<file path="src/rtl/serial_mag_comparator_if.sv">
// Serial comparator bus: handshake inputs from the producer plus result outputs.
//   master : producer side (drives start/bit_valid/a_bit/b_bit, observes results)
//   slave  : comparator side (consumes the bit stream, drives status and results)
interface serial_mag_comparator_if #(
  parameter int unsigned WIDTH = 4
);

  logic             start;
  logic             bit_valid;
  logic             a_bit;
  logic             b_bit;
  logic             busy;
  logic             done;
  logic             result_valid;
  logic             a_gt_b;
  logic             a_eq_b;
  logic             a_lt_b;
  logic [WIDTH-1:0] a_word;
  logic [WIDTH-1:0] b_word;

  modport master (
    output start, bit_valid, a_bit, b_bit,
    input  busy, done, result_valid, a_gt_b, a_eq_b, a_lt_b, a_word, b_word
  );

  modport slave (
    input  start, bit_valid, a_bit, b_bit,
    output busy, done, result_valid, a_gt_b, a_eq_b, a_lt_b, a_word, b_word
  );

endinterface

</file>
<file path="src/rtl/serial_mag_comparator.sv">
// Bit-serial magnitude comparator. Two WIDTH-bit operands arrive LSB first, one
// bit pair per accepted beat; the block rebuilds both words and reports a
// one-hot A>B / A=B / A<B result with a single-cycle done pulse.
// Ports:
//   clk, rst_n        : clock, asynchronous active-low reset
//   bus (slave)       : start, bit_valid, a_bit, b_bit in;
//                       busy, done, result_valid, a_gt_b, a_eq_b, a_lt_b,
//                       a_word, b_word out (all registered)
module serial_mag_comparator #(
  parameter int unsigned WIDTH = 4
) (
  input  logic                    clk,
  input  logic                    rst_n,
  serial_mag_comparator_if.slave  bus
);

  localparam int unsigned     CNT_W    = (WIDTH > 1) ? $clog2(WIDTH) : 1;
  localparam logic [CNT_W-1:0] LAST_IDX = CNT_W'(WIDTH - 1);

  typedef enum logic [1:0] {
    ST_IDLE  = 2'd0,
    ST_SHIFT = 2'd1,
    ST_DONE  = 2'd2
  } state_e;

  typedef enum logic [1:0] {
    REL_EQ = 2'd0,
    REL_GT = 2'd1,
    REL_LT = 2'd2
  } rel_e;

  state_e           state_q, state_d;
  rel_e             rel_q, rel_d;
  logic [CNT_W-1:0] cnt_q, cnt_d;
  logic [WIDTH-1:0] a_word_q, a_word_d;
  logic [WIDTH-1:0] b_word_q, b_word_d;
  logic             busy_q, busy_d;
  logic             done_q, done_d;
  logic             rv_q, rv_d;
  logic             gt_q, gt_d;
  logic             eq_q, eq_d;
  logic             lt_q, lt_d;

  // State and datapath registers
  always_ff @(posedge clk or negedge rst_n) begin
    if (!rst_n) begin
      state_q  <= ST_IDLE;
      rel_q    <= REL_EQ;
      cnt_q    <= '0;
      a_word_q <= '0;
      b_word_q <= '0;
      busy_q   <= 1'b0;
      done_q   <= 1'b0;
      rv_q     <= 1'b0;
      gt_q     <= 1'b0;
      eq_q     <= 1'b0;
      lt_q     <= 1'b0;
    end else begin
      state_q  <= state_d;
      rel_q    <= rel_d;
      cnt_q    <= cnt_d;
      a_word_q <= a_word_d;
      b_word_q <= b_word_d;
      busy_q   <= busy_d;
      done_q   <= done_d;
      rv_q     <= rv_d;
      gt_q     <= gt_d;
      eq_q     <= eq_d;
      lt_q     <= lt_d;
    end
  end

  // Next-state, bit capture and result loading
  always_comb begin
    state_d  = state_q;
    rel_d    = rel_q;
    cnt_d    = cnt_q;
    a_word_d = a_word_q;
    b_word_d = b_word_q;
    rv_d     = rv_q;
    gt_d     = gt_q;
    eq_d     = eq_q;
    lt_d     = lt_q;

    // start wins in every state; in SHIFT it aborts and restarts
    if (bus.start) begin
      state_d  = ST_SHIFT;
      rel_d    = REL_EQ;
      cnt_d    = '0;
      a_word_d = '0;
      b_word_d = '0;
      rv_d     = 1'b0;
      gt_d     = 1'b0;
      eq_d     = 1'b0;
      lt_d     = 1'b0;
    end else begin
      unique case (state_q)
        ST_IDLE: begin
          state_d = ST_IDLE;
        end
        ST_SHIFT: begin
          if (bus.bit_valid) begin
            a_word_d[cnt_q] = bus.a_bit;
            b_word_d[cnt_q] = bus.b_bit;
            // LSB first: each differing bit outranks all earlier ones
            if (bus.a_bit && !bus.b_bit) begin
              rel_d = REL_GT;
            end else if (!bus.a_bit && bus.b_bit) begin
              rel_d = REL_LT;
            end
            if (cnt_q == LAST_IDX) begin
              state_d = ST_DONE;
              cnt_d   = '0;
              rv_d    = 1'b1;
              gt_d    = (rel_d == REL_GT);
              eq_d    = (rel_d == REL_EQ);
              lt_d    = (rel_d == REL_LT);
            end else begin
              cnt_d = cnt_q + CNT_W'(1);
            end
          end
        end
        ST_DONE: begin
          state_d = ST_IDLE;
        end
        default: begin
          state_d = ST_IDLE;
        end
      endcase
    end

    busy_d = (state_d == ST_SHIFT);
    done_d = (state_d == ST_DONE);
  end

  assign bus.busy         = busy_q;
  assign bus.done         = done_q;
  assign bus.result_valid = rv_q;
  assign bus.a_gt_b       = gt_q;
  assign bus.a_eq_b       = eq_q;
  assign bus.a_lt_b       = lt_q;
  assign bus.a_word       = a_word_q;
  assign bus.b_word       = b_word_q;

endmodule

</file>
<file path="src/flat_wrapper.sv">
// flat-port wrapper written by rule: the top's interface ports become plain ports
module serial_mag_comparator_flat 
#(
  parameter int unsigned WIDTH = 4
)
  (clk, rst_n, bus_start, bus_bit_valid, bus_a_bit, bus_b_bit, bus_busy, bus_done, bus_result_valid, bus_a_gt_b, bus_a_eq_b, bus_a_lt_b, bus_a_word, bus_b_word);
  serial_mag_comparator_if #(.WIDTH(WIDTH)) bus_i ();
  input  logic clk;
  input  logic rst_n;
  input wire logic [$bits(bus_i.start)-1:0] bus_start;
  input wire logic [$bits(bus_i.bit_valid)-1:0] bus_bit_valid;
  input wire logic [$bits(bus_i.a_bit)-1:0] bus_a_bit;
  input wire logic [$bits(bus_i.b_bit)-1:0] bus_b_bit;
  output wire logic [$bits(bus_i.busy)-1:0] bus_busy;
  output wire logic [$bits(bus_i.done)-1:0] bus_done;
  output wire logic [$bits(bus_i.result_valid)-1:0] bus_result_valid;
  output wire logic [$bits(bus_i.a_gt_b)-1:0] bus_a_gt_b;
  output wire logic [$bits(bus_i.a_eq_b)-1:0] bus_a_eq_b;
  output wire logic [$bits(bus_i.a_lt_b)-1:0] bus_a_lt_b;
  output wire logic [$bits(bus_i.a_word)-1:0] bus_a_word;
  output wire logic [$bits(bus_i.b_word)-1:0] bus_b_word;
  assign bus_i.start = bus_start;
  assign bus_i.bit_valid = bus_bit_valid;
  assign bus_i.a_bit = bus_a_bit;
  assign bus_i.b_bit = bus_b_bit;
  assign bus_busy = bus_i.busy;
  assign bus_done = bus_i.done;
  assign bus_result_valid = bus_i.result_valid;
  assign bus_a_gt_b = bus_i.a_gt_b;
  assign bus_a_eq_b = bus_i.a_eq_b;
  assign bus_a_lt_b = bus_i.a_lt_b;
  assign bus_a_word = bus_i.a_word;
  assign bus_b_word = bus_i.b_word;
  serial_mag_comparator #(.WIDTH(WIDTH)) u_core (.clk(clk), .rst_n(rst_n), .bus(bus_i));
endmodule
</file>
<file path="config.mk">
export PLATFORM = sky130hd
export DESIGN_NAME = serial_mag_comparator_flat
export DESIGN_NICKNAME = d
export VERILOG_FILES = /design/src/rtl/serial_mag_comparator_if.sv /design/src/rtl/serial_mag_comparator.sv /design/src/flat_wrapper.sv
export SDC_FILE = /design/constraint.sdc
export NUM_CORES = 1
export LEC_CHECK = 0
export ABC_AREA = 1
export CORE_MARGIN = 1
export CORE_UTILIZATION = 35
export CTS_BUF_LIST = sky130_fd_sc_hd__clkbuf_8
export DETAILED_ROUTE_END_ITERATION = 10
export PLACE_DENSITY_LB_ADDON = 0.2
export SYNTH_ARGS = -nofsm -noshare
export SYNTH_HDL_FRONTEND = slang
export SYNTH_SLANG_ARGS = --single-unit
</file>
<file path="constraint.sdc">
create_clock -name clk -period 2.4 [get_ports clk]
set_input_delay 0.48 -clock clk [delete_from_list [all_inputs] [get_ports clk]]
set_output_delay 0.48 -clock clk [all_outputs]
set_load 0.05 [all_outputs]
</file>
# Yosys cells after proc, flatten, opt, wreduce, memory -nomap -nowiden
# Cells that the tools add are included.
# word_totals
mem_count	0
romBits	0
latch_bits	0
ff_bits	20
ramBits	0
inputBits	6
# classes
n_addsub	1
order_cmp	2
mux	42
n_shift	0
n_bitwise	0
mul	0
div	0
eq_ne	6
reduce_logical	11
# op_table
operator	count
2-bit two-way mux	16
4-bit two-way mux	6
1-bit two-way mux	17
4-bit bitwise mux	2
2-bit by 1-bit equality test with 1-bit output, second input constant	3
2-bit equality test, second input constant	3
2-bit nonzero test	3
1-bit logical AND	3
2-bit by 3-bit < comparator with 1-bit output, second input constant	1
3-bit AND reduction	1
2-bit by 1-bit adder with 2-bit output, second input constant	1
1-bit demux with 2-bit select	1
2-bit by 1-bit >= comparator with 1-bit output, second input constant	1
1-bit zero test	2
2-bit zero test	1
2-bit AND reduction	1

# Depth between registers and ports, before layout
# Gate-level depths: netlist (run 1).
# logic_depth
ltp_word	12
ltp_mapped	7
ltp_nobuf	7

# Worst setup path before layout (run 1)
# Ideal clock, no wire load.
# synth_timing
kind	register -> register
start	register u_core.cnt_q[0]
end	register u_core.gt_q, in the netlist u_core.bus.a_gt_b
t_required_ns	2.282
arrival_ns	0.984
setup_ns	0.118
synth_period_minus_slack_ns	1.103
setup_slack_ns	1.297
stages_incl_launch_ff	8
path_cell_list	dfrtp_1 > ha_1 > nand2_1 > inv_1 > nand2_2 > nor2_4 > nand3_1 > nand2_1
# synth_via
elab_chain_len	3
# synth_lines
element	line_no	rtl
start: declaration	serial_mag_comparator.sv:34	logic [CNT_W-1:0] cnt_q, cnt_d;
start signal: assignment	serial_mag_comparator.sv:61	cnt_q <= cnt_d;
2-bit equality test	serial_mag_comparator.sv:111	if (cnt_q == LAST_IDX) begin
2-bit nonzero test (no line)	-	
3-bit AND reduction (no line)	-	
end signal: assignment	serial_mag_comparator.sv:67	gt_q <= gt_d;
end: declaration	serial_mag_comparator.sv:40	logic gt_q, gt_d;
# Every way passes these cells.
# A chain may end at the register's enable or synchronous reset.

# Worst setup path after layout (run 1)
# layout_timing
start	register u_core.b_word_q[3], in the netlist u_core.bus.b_word[3]
end	output port bus_b_word[3]
# layout_lines
element	line_no	rtl
start: declaration	serial_mag_comparator.sv:36	logic [WIDTH-1:0] b_word_q, b_word_d;
start signal: assignment	serial_mag_comparator.sv:63	b_word_q <= b_word_d;
end: declaration	flat_wrapper.sv:21	output wire logic [$bits(bus_i.b_word)-1:0] bus_b_word;
# No word-level cell between the ends.

==> impl_metrics.sql, run 1 <==
INSERT INTO impl_metrics (metric_group, metric, value, unit) VALUES
('run_status', 'run_status', 'finished clean', ''),
('clocking', 'clock_slew_seen_by_the_registers_of_the_worst_setup_and_hold_paths', '0.08', 'ns'),
('timing', 'worst_clock_skew', '0.00647', 'ns'),
('worst_setup_path', 'timing.critical_path.cells', 'clkdlybuf4s50_1', ''),
('cells_and_area', 'final_core_utilization', '48.9', '%'),
('pwr', 'share_seq_of_total_power', '44.5', '%'),
('worst_setup_path', 'critical_path_buf_inv_count', '1', ''),
('synthesis', 'synth_flop_cell', 'sky130_fd_sc_hd__dfrtp_1', ''),
('synthesis', 'ys.warnings.count', '0', ''),
('pwr', 'internal-power', '606', 'µW'),
('clocking', 'cts_root_buffer', 'sky130_fd_sc_hd__clkbuf_8', ''),
('pwr', 'power.ir.vdd_worst', '421', 'µV'),
('worst_setup_path', 'launching_element_of_the_worst_setup_path', 'u_core.bus.b_word[3]', ''),
('cells_and_area', 'fin_cells', '158', ''),
('clocking', 'tritoncts.num_buffers', '3', ''),
('pwr', 'netSwitchingFraction', '24.1', '%'),
('synthesis', 'syn-mean-instance-area', '8.98', 'µm²'),
('die', 'chipHeight', '54.2', 'µm'),
('worst_setup_path', 'critPathSlowestCell', 'sky130_fd_sc_hd__clkdlybuf4s50_1', ''),
('timing', 'tightest_slew', '0.494', 'ns'),
('synthesis', 'synth_top_area_share', '52.6', '%'),
('clocking', 'cts_max_level', '1', ''),
('die', 'io_pins', '20', ''),
('synthesis', 'synth_edf_count', '0', ''),
('worst_setup_path', 'worst_ep_arrival_time', '1.43', 'ns'),
('timing', 'layout_setup_ws', '0.494', 'ns'),
('cells_and_area', 'num-fill-cells', '244', ''),
('die', 'floorplan.die.width', '54.2', 'µm'),
('pwr', 'power.clock.fraction', '42.1', '%'),
('cells_and_area', 'drive_gt1_share', '9.38', '%'),
('clocking', 'number_of_buffers_inserted_by_hold_repair_at_cts', '0', ''),
('pwr', 'cellLeakagePower', '0.000600', 'µW'),
('placement', 'placement.io_buffers', '19', ''),
('placement', 'finalWeightedCongestion', '0.781', ''),
('pwr', 'p_sw', '192', 'µW'),
('worst_setup_path', 'worst_r2r_startpoint', 'u_core.cnt_q[0]', ''),
('routing', 'num_vias', '746', ''),
('worst_setup_path', 'timing.critical_path.slowest_cell_delay', '0.80', 'ns'),
('die', 'design.die.area', '0.00293', 'mm²'),
('routing', 'dr_drc_count', '0', ''),
('clocking', 'worst_skew_pair_latency', '0.26', 'ns'),
('synthesis', 'netlist_instances', '106', ''),
('synthesis', 'ys_ff_latch', '20', ''),
('timing', 'rsz0062_at_grt', 'false', ''),
('worst_setup_path', 'critical_path_peak_fanout', '2', ''),
('routing', 'routedWlPerCell', '11.1', 'µm'),
('synthesis', 'synth.top_cells.by_area', 'sky130_fd_sc_hd__dfrtp_1, sky130_fd_sc_hd__nand2_1, sky130_fd_sc_hd__nand3_1', ''),
('clocking', 'cts_buffer_depth', '2', ''),
('clocking', 'postCtsSetupBuffers', '0', ''),
('routing', 'number_of_iterations_in_the_first_detailed_routing_pass', '4', ''),
('clocking', 'cts.repair.resized', '0', ''),
('placement', 'dp_hpwl', '1320', 'µm'),
('placement', 'dpl_worst_slack', '0.533', 'ns'),
('routing', 'vias_per_cell', '4.72', ''),
('clocking', 'clock_sink_count', '20', ''),
('die', 'row_count', '18', ''),
('timing', 'slew_violations', '0', ''),
('grt', 'pin_count_of_the_biggest_net_entering_global_routing', '24', ''),
('timing', 'layout_worst_path_cycle_share', '79.4', '%'),
('grt', 'grt_pass1_wl', '2940', 'µm'),
('synthesis', 'yosysMostFrequentCell', 'sky130_fd_sc_hd__nand2_1', ''),
('worst_hold_path', 'min_from', 'u_core.bus.b_word[2]', ''),
('die', 'core', '0.00252', 'mm²'),
('synthesis', 'yosysTopAreaCell', 'sky130_fd_sc_hd__dfrtp_1', ''),
('routing', 'totalWireLength', '1760', 'µm'),
('synthesis', 'yosys-top-cells-count', 'sky130_fd_sc_hd__nand2_1, sky130_fd_sc_hd__dfrtp_1, sky130_fd_sc_hd__nand3_1', ''),
('grt', 'grt_antenna_before_repair', '0', ''),
('worst_setup_path', 'critical_path_class', 'register to output port', ''),
('timing', 'setup_total_negative_slack', '0', 'ns'),
('worst_setup_path', 'crit_required', '1.92', 'ns'),
('synthesis', 'synth.net_count', '116', '');
-- area by class of cell --
| class | instances | area (µm²) | share of cell area, % |
|---|---|---|---|
| timing repair buffer | 20 | 198 | 16.0 |
| inverter | 12 | 45.0 | 3.65 |
| clock buffer | 3 | 41.3 | 3.35 |
| tap | 30 | 37.5 | 3.04 |
| sequential | 20 | 500 | 40.6 |
| clock inverter | 1 | 30.0 | 2.43 |
| multi-input combinational | 72 | 382 | 30.9 |
-- cell usage in the layout (no fill, tap or decap), drive strengths merged --
cell type / count
bufinv: 1
ha: 4
a21oi: 1
nand2: 31
nand3: 15
inv: 12
nor2: 6
o21ai: 9
clkdlybuf4s50: 19
clkbuf: 3
nand4: 6
buf: 1
dfrtp: 20
-- per-stage QoR --
step | hold slack (ns) | instance area, µm²
detailed placement | 0.488 | 1160
CTS | 0.508 | 1230
floorplan | 0.184 | 952
finish | 0.503 | 1230
global route | 0.532 | 1230
global placement | 0.495 | 1160
-- per-layer routing --
layer	global-route usage [%]	vias up	part of all wire, %
met5	0	-	0
met2	19.5	13	43
met1	20.1	337	52
met3	1.69	5	2.9
li1	-	391	-
met4	8.97	0	2.4
-- power groups by stage --
| stage | registers, µW | clock network (µW) | logic (µW) |
|---|---|---|---|
| after floorplan | 383 | 0 | 47.0 |
| after global placement | 361 | 0 | 107 |
| after detailed placement | 362 | 0 | 108 |
| after CTS | 355 | 346 | 108 |
| after global routing | 356 | 353 | 120 |
| final | 355 | 337 | 107 |
-- flip-flops by register name, summed over array words and instances (netlist names) --
signal,flops
u_core.bus.busy,1
u_core.bus.result_valid,1
u_core.bus.done,1
u_core.state_q,2
u_core.bus.a_word,4
u_core.bus.b_word,4
u_core.bus.a_eq_b,1
u_core.cnt_q,2
u_core.rel_q,2
u_core.bus.a_lt_b,1
u_core.bus.a_gt_b,1
-- final timing paths --
| path | slack (ns) | to | depth (start not counted) |
|---|---|---|---|
| max in group asynchronous | 1.63 | u_core.cnt_q[1] | 2 |
| min | 0.50 | u_core.bus.b_word[2] | 2 |
| max reg2reg | 1.18 | u_core.bus.a_gt_b | 7 |
| min in group asynchronous | 0.56 | u_core.bus.done | 2 |
| min reg2reg | 0.50 | u_core.bus.b_word[2] | 2 |
| max | 0.49 | bus_b_word[3] | 1 |
-- cells by family after synthesis --
logic type | count (synthesis) | synth area share [%]
DFF | 20 | 52.6
AOI/OAI and AO/OA | 10 | 5.26
and+or+nand+nor | 58 | 29.6
buffers and inverters | 14 | 7.36
adders and majority gates | 4 | 5.26
Power figures use the tool's default switching activity.
==> run 2: changes to the inputs <==
- clock period: 2.4 -> 1.5 ns (I/O delays scaled with it)
==> run 2 against run 1 <==
Final cell count up 2.5%. First-iteration DRC count rose by 71%. Die area unchanged. Hold slack got worse by 0.14 ns. Combinational power up 93%. Non-clock buffer count rose by 4. Count of clock-buffer cells in the layout unchanged. Utilization increased by 7.2 points. Total power is 65% higher. Highest routed layer unchanged. Critical path depth is 6 higher. Via count is 4.7% higher. Register-to-register slack worse by 0.93 ns.
==> impl_metrics.sql, run 2 (synthesis results as in run 1) <==
INSERT INTO impl_metrics (metric_group, metric, value, unit) VALUES
('clocking', 'cts_max_level', '1', ''),
('pwr', 'share_seq_of_total_power', '43.6', '%'),
('worst_setup_path', 'worst_r2r_startpoint', 'u_core.cnt_q[0]', ''),
('grt', 'grt_antenna_before_repair', '0', ''),
('routing', 'dr_drc_count', '0', ''),
('pwr', 'cellLeakagePower', '0.000692', 'µW'),
('die', 'design.die.area', '0.00293', 'mm²'),
('timing', 'hold_viol_final', '0', ''),
('routing', 'drt-initial-drc-count', '24', ''),
('grt', 'grt_pass1_vias', '759', ''),
('timing', 'timing.hold.ws', '0.363', 'ns'),
('flow_run', 'maxCapViolCount', '0', ''),
('timing', 'layout_setup_ws', '0.254', 'ns'),
('cells_and_area', 'final_core_utilization', '56.2', '%'),
('placement', 'placement.io_buffers', '19', ''),
('clocking', 'clock_slew_seen_by_the_registers_of_the_worst_setup_and_hold_paths', '0.08', 'ns'),
('clocking', 'tritoncts.num_buffers', '3', ''),
('worst_setup_path', 'rr_worst_depth', '7', ''),
('pwr', 'power.ir.vdd_worst', '941', 'µV'),
('routing', 'number_of_iterations_in_the_first_detailed_routing_pass', '4', ''),
('die', 'floorplan.die.width', '54.2', 'µm'),
('worst_setup_path', 'crit_required', '1.70', 'ns'),
('pwr', 'netSwitchingFraction', '24.0', '%'),
('worst_setup_path', 'worst_ep_arrival_time', '1.45', 'ns'),
('timing', 'rsz0062_at_grt', 'false', ''),
('grt', 'grt_remaining_overflow', '0', ''),
('cells_and_area', 'layout.cells.most_common_list', 'sky130_fd_sc_hd__nand2_1, sky130_fd_sc_hd__dfrtp_1, sky130_fd_sc_hd__nand3_1, sky130_fd_sc_hd__buf_12, sky130_fd_sc_hd__inv_1', ''),
('timing', 'fmax', '0.802', 'GHz'),
('timing', 'setup_viol', '0', ''),
('die', 'chipHeight', '54.2', 'µm'),
('die', 'core', '0.00252', 'mm²'),
('timing', 'layout_worst_path_cycle_share', '83.1', '%'),
('clocking', 'cts_root_buffer', 'sky130_fd_sc_hd__clkbuf_8', ''),
('cells_and_area', 'area_growth_syn_to_layout', '48.8', '%'),
('grt', 'grt_busiest_layer', 'met2', ''),
('clocking', 'cts_buffer_depth', '2', ''),
('timing', 'period_minus_ws_final', '1.25', 'ns'),
('pwr', 'p_sw', '317', 'µW'),
('worst_setup_path', 'worst-r2r-setup-slack', '0.25', 'ns'),
('timing', 'tightest_slew', '0.250', 'ns'),
('clocking', 'clock_sink_count', '20', ''),
('worst_hold_path', 'timing.hold.worst.class', 'primary input to async pin', ''),
('clocking', 'cts.repair.resized', '0', ''),
('clocking', 'postCtsSetupBuffers', '0', ''),
('pwr', 'combinationalPowerShare', '15.6', '%'),
('placement', 'dpl_worst_slack', '0.0392', 'ns'),
('worst_setup_path', 'critical_path_class', 'register to register', ''),
('placement', 'finalWeightedCongestion', '0.884', ''),
('clocking', 'tritoncts_clock_tree', 'yes', ''),
('grt', 'grt_pass1_wl', '3280', 'µm'),
('placement', 'place_inst', '158', ''),
('clocking', 'worst_skew_pair_latency', '0.26', 'ns'),
('cells_and_area', 'mostFrequentLayoutCell', 'sky130_fd_sc_hd__nand2_1', ''),
('worst_setup_path', 'critical_path_peak_fanout', '4', ''),
('grt', 'gr-usage-met1', '20.4', '%'),
('die', 'floorplan.initialDensity', '37.7', '%'),
('grt', 'gr-usage-met2', '23.6', '%'),
('worst_setup_path', 'worstSetupEndpointType', 'register', ''),
('routing', 'vias_per_cell', '4.82', ''),
('timing', 'setup_total_negative_slack', '0', 'ns'),
('grt', 'pin_count_of_the_biggest_net_entering_global_routing', '21', ''),
('grt', 'grt_use_met3', '6.50', '%'),
('routing', 'num_vias', '781', ''),
('routing', 'totalWireLength', '1870', 'µm'),
('routing', 'routedWlPerCell', '11.5', 'µm'),
('timing', 'slew_violations', '0', ''),
('die', 'row_count', '18', ''),
('pwr', 'internal-power', '1000', 'µW'),
('timing', 'worst_clock_skew', '0.00594', 'ns'),
('cells_and_area', 'fin_cells', '162', ''),
('placement', 'dp_hpwl', '1450', 'µm'),
('worst_setup_path', 'critical_path.reg2reg.endpoint', 'u_core.bus.a_eq_b', ''),
('cells_and_area', 'antenna_cells_inserted', '0', ''),
('cells_and_area', 'drive_gt1_share', '22.7', '%'),
('run_status', 'run_status', 'finished clean', ''),
('pwr', 'power.clock.fraction', '40.8', '%'),
('grt', 'global_route.usage.total', '15.9', '%'),
('clocking', 'number_of_buffers_inserted_by_hold_repair_at_cts', '0', ''),
('worst_setup_path', 'sort_of_element_at_the_start_of_the_critical_path', 'register', ''),
('cells_and_area', 'finish.net_count', '143', ''),
('die', 'io_pins', '20', ''),
('pwr', 'total_power_per_unit_cell_area', '931', 'mW/mm²'),
('timing', 'worst_slew_margin_rel', '83.3', '%'),
('routing', 'drt.antenna.violating_nets', '0', '');
==> run 2: final cells by class <==
cell class                 instances  area (µm²)
clock buffer                       3        41.3
clock inverter                     1        30.0
fill                             232        1110
inverter                          12        45.0
multi-input combinational         72         382
sequential                        20         500
tap                               30        37.5
timing repair buffer              24         380
==> run 2: worst max-delay path: stages, from the launching register on <==
cell and delay (ns):
sky130_fd_sc_hd__dfrtp_1 0.38, sky130_fd_sc_hd__ha_1 0.21, sky130_fd_sc_hd__nand2_1 0.06, sky130_fd_sc_hd__inv_1 0.11
sky130_fd_sc_hd__nand3_1 0.16, sky130_fd_sc_hd__nor2_1 0.14, sky130_fd_sc_hd__nand2_1 0.07, sky130_fd_sc_hd__nand2_1 0.05
==> run 2: worst max-delay path by stage <==
stage | depth (start not counted) | start | slack (ns) | to
final | 7 | u_core.cnt_q[0] | 0.25 | u_core.bus.a_eq_b
after global routing | 7 | u_core.cnt_q[0] | 0.12 | u_core.bus.a_eq_b
after CTS | 7 | u_core.cnt_q[0] | 0.26 | u_core.bus.a_gt_b
after detailed placement | 7 | bus_bit_valid | 0.04 | u_core.bus.a_eq_b
after global placement | 7 | bus_bit_valid | 0.06 | u_core.bus.a_gt_b
after floorplan | 7 | u_core.cnt_q[0] | 0.40 | u_core.bus.a_gt_b
==> run 2: power groups by stage <==
stage	logic (µW)	clock network (µW)	registers, µW
6_report	206	538	574
5_1_grt	226	572	577
4_1_cts	207	550	574
3_5_place_dp	206	0	585
3_3_place_gp	204	0	584
2_1_floorplan	75.3	0	613
==> run 2: routing by layer <==
layer / share of wire [%] / vias up
li1: - / 398
met5: 0 / -
met3: 4.8 / 3
met2: 46 / 13
met4: 1.0 / 0
met1: 48 / 367
==> run 2: stage by stage <==
stage / area [µm²] / total power (µW)
finish: 1420 / 1320
global route: 1420 / 1370
CTS: 1420 / 1330
detailed placement: 1350 / 790
global placement: 1350 / 788
floorplan: 952 / 688
==> run 3: changes to the inputs <==
- clock period: 1.5 -> 1.2 ns (I/O delays scaled with it)
==> run 3 against run 2 <==
Flip-flop and latch count is the same. Combinational power grew 37%. Via count grew 2.0%. First-iteration DRC count shrank 17%. Global-route usage shrank 0.16 points. Final cell count grew 3.1%. Fmax grew 10%. Register-to-register slack lost 0.19 ns. Hold slack lost 0.051 ns. Critical path type unchanged. Highest routed layer unchanged.
==> impl_metrics.sql, run 3 (synthesis results as in run 1) <==
INSERT INTO impl_metrics (metric_group, metric, value, unit) VALUES
('clocking', 'tritoncts_clock_tree', 'yes', ''),
('timing', 'tightest_slew', '0.253', 'ns'),
('timing', 'layout_worst_path_cycle_share', '94.4', '%'),
('grt', 'grt_pass1_vias', '731', ''),
('clocking', 'clock_slew_seen_by_the_registers_of_the_worst_setup_and_hold_paths', '0.08', 'ns'),
('timing', 'rsz0062_at_grt', 'true', ''),
('routing', 'drt.antenna.violating_nets', '0', ''),
('timing', 'hold_viol_final', '0', ''),
('timing', 'worst_clock_skew', '0.0106', 'ns'),
('routing', 'routedWlPerCell', '12.1', 'µm'),
('die', 'io_pins', '20', ''),
('worst_hold_path', 'timing.hold.worst.class', 'primary input to async pin', ''),
('placement', 'dpl_worst_slack', '-0.198', 'ns'),
('clocking', 'tritoncts.num_buffers', '3', ''),
('clocking', 'clock_sink_count', '20', ''),
('clocking', 'number_of_buffers_inserted_by_hold_repair_at_cts', '0', ''),
('cells_and_area', 'mostFrequentLayoutCell', 'sky130_fd_sc_hd__nand2_1', ''),
('timing', 'worst_slew_margin_rel', '83.1', '%'),
('pwr', 'netSwitchingFraction', '23.8', '%'),
('placement', 'placement.io_buffers', '19', ''),
('run_status', 'run_status', 'finished clean', ''),
('pwr', 'total_power_per_unit_cell_area', '1130', 'mW/mm²'),
('timing', 'slew_violations', '0', ''),
('routing', 'number_of_iterations_in_the_first_detailed_routing_pass', '4', ''),
('worst_setup_path', 'critPathSlowestCell', 'sky130_fd_sc_hd__dfrtp_1', ''),
('pwr', 'internal-power', '1270', 'µW'),
('clocking', 'cts_root_buffer', 'sky130_fd_sc_hd__clkbuf_8', ''),
('routing', 'vias_per_cell', '4.77', ''),
('timing', 'period_minus_ws_final', '1.13', 'ns'),
('placement', 'finalWeightedCongestion', '0.869', ''),
('timing', 'layout_setup_ws', '0.0668', 'ns'),
('routing', 'num_vias', '797', ''),
('die', 'chipHeight', '54.2', 'µm'),
('die', 'row_count', '18', ''),
('timing', 'setup_total_negative_slack', '0', 'ns'),
('cells_and_area', 'antenna_cells_inserted', '0', ''),
('die', 'floorplan.die.width', '54.2', 'µm'),
('grt', 'grt_pass1_wl', '3260', 'µm'),
('cells_and_area', 'drive_gt1_share', '30.7', '%'),
('worst_setup_path', 'critical_path_peak_fanout', '4', ''),
('cells_and_area', 'stdcell_area', '0.00148', 'mm²'),
('timing', 'fmax', '0.882', 'GHz'),
('cells_and_area', 'layout.cells.most_common_list', 'sky130_fd_sc_hd__nand2_1, sky130_fd_sc_hd__dfrtp_1, sky130_fd_sc_hd__buf_12', ''),
('pwr', 'p_sw', '396', 'µW'),
('worst_setup_path', 'path_delay_family', 'simple AND/OR/NAND/NOR gates', ''),
('worst_setup_path', 'cp.depth', '7', ''),
('clocking', 'worst_skew_pair_latency', '0.26', 'ns'),
('worst_setup_path', 'timing.critical_path.cells', 'ha_2 > nand2_1 > inv_2 > nand3_2 > nor2_1 > nand2_1 > nand2_1', ''),
('routing', 'totalWireLength', '2020', 'µm'),
('worst_setup_path', 'timing.critical_path.slowest_cell_delay', '0.35', 'ns'),
('worst_setup_path', 'critical_path_class', 'register to register', ''),
('placement', 'dp_hpwl', '1450', 'µm'),
('timing', 'setup_viol', '0', ''),
('cells_and_area', 'final_core_utilization', '58.5', '%'),
('die', 'floorplan.initialDensity', '37.7', '%'),
('routing', 'drt-initial-drc-count', '20', ''),
('clocking', 'cts_max_level', '1', ''),
('pwr', 'power.ir.vdd_worst', '1150', 'µV'),
('worst_setup_path', 'critical_path_buf_inv_count', '1', ''),
('cells_and_area', 'finish.net_count', '148', ''),
('worst_setup_path', 'worstSetupEndpointType', 'register', ''),
('grt', 'grt_remaining_overflow', '0', ''),
('cells_and_area', 'area_growth_syn_to_layout', '54.9', '%'),
('worst_setup_path', 'worst_path_most_repeated_cell', 'sky130_fd_sc_hd__nand2_1', ''),
('pwr', 'combinationalPowerShare', '17.0', '%'),
('pwr', 'share_seq_of_total_power', '43.1', '%'),
('routing', 'dr_drc_count', '0', ''),
('grt', 'pin_count_of_the_biggest_net_entering_global_routing', '21', ''),
('pwr', 'cellLeakagePower', '0.000709', 'µW'),
('pwr', 'power.clock.fraction', '39.9', '%'),
('worst_setup_path', 'crit_required', '1.39', 'ns'),
('worst_setup_path', 'rr_worst_depth', '7', ''),
('clocking', 'cts_buffer_depth', '2', ''),
('flow_run', 'maxCapViolCount', '0', ''),
('worst_setup_path', 'worst_ep_arrival_time', '1.32', 'ns'),
('grt', 'global_route.usage.total', '15.7', '%'),
('grt', 'grt_antenna_before_repair', '0', ''),
('placement', 'placedInstanceArea', '0.00137', 'mm²'),
('pwr', 'total_power', '1660', 'µW'),
('die', 'core', '0.00252', 'mm²'),
('die', 'design.die.area', '0.00293', 'mm²'),
('worst_setup_path', 'sort_of_element_at_the_start_of_the_critical_path', 'register', '');
run 3: cell types whose count changed in the layout (fill, tap and decap cells not counted), sizes merged:
cell / before / now
buf: 19 / 23
nor2: 6 / 7
run 3: layer usage:
layer	vias up	wire length [µm]	track usage, %
met2	14	979	24.6
met1	369	949	21.3
met4	0	10	2.56
met3	2	80	5.08
li1	412	-	-
met5	-	0	0
run 3: worst paths after layout:
| path | startpoint | to | slack [ns] |
|---|---|---|---|
| hold / removal | rst_n | u_core.bus.done | 0.31 |
| setup / recovery | u_core.cnt_q[1] | u_core.bus.a_eq_b | 0.07 |
| min in group clk | u_core.bus.a_word[2] | u_core.bus.a_word[2] | 0.56 |
| max in group asynchronous | rst_n | u_core.cnt_q[1] | 0.67 |
| hold reg to reg | u_core.bus.a_word[2] | u_core.bus.a_word[2] | 0.56 |
| setup reg to reg | u_core.cnt_q[1] | u_core.bus.a_eq_b | 0.07 |
run 3: cell type report:
cell class	instances	area [µm²]
clock buffer	3	41.3
clock inverter	1	30.0
fill	221	1050
inverter	12	45.0
multi-input combinational	73	410
sequential	20	500
tap	30	37.5
timing repair buffer	28	410
run 3: through the flow:
stage / std cells / hold slack [ns]
2_1_floorplan: 106 / -0.0556
3_3_place_gp: 161 / 0.538
3_5_place_dp: 161 / 0.548
4_1_cts: 165 / 0.320
5_1_grt: 167 / 0.343
6_report: 167 / 0.311
run 3: power groups by stage:
stage / registers, µW / clock network, µW / logic (µW)
after floorplan: 766 / 0 / 94.1
after global placement: 728 / 0 / 268
after detailed placement: 729 / 0 / 270
after CTS: 716 / 686 / 271
after global routing: 718 / 695 / 313
final: 716 / 663 / 282
run 3: what timing repair did:
item                                    4_1_cts  5_1_grt
buffers inserted                              0        1
cloned                                        0        1
pin swaps                                     0        3
endpoints found under the setup margin        1       12
gates resized for setup                       0        8
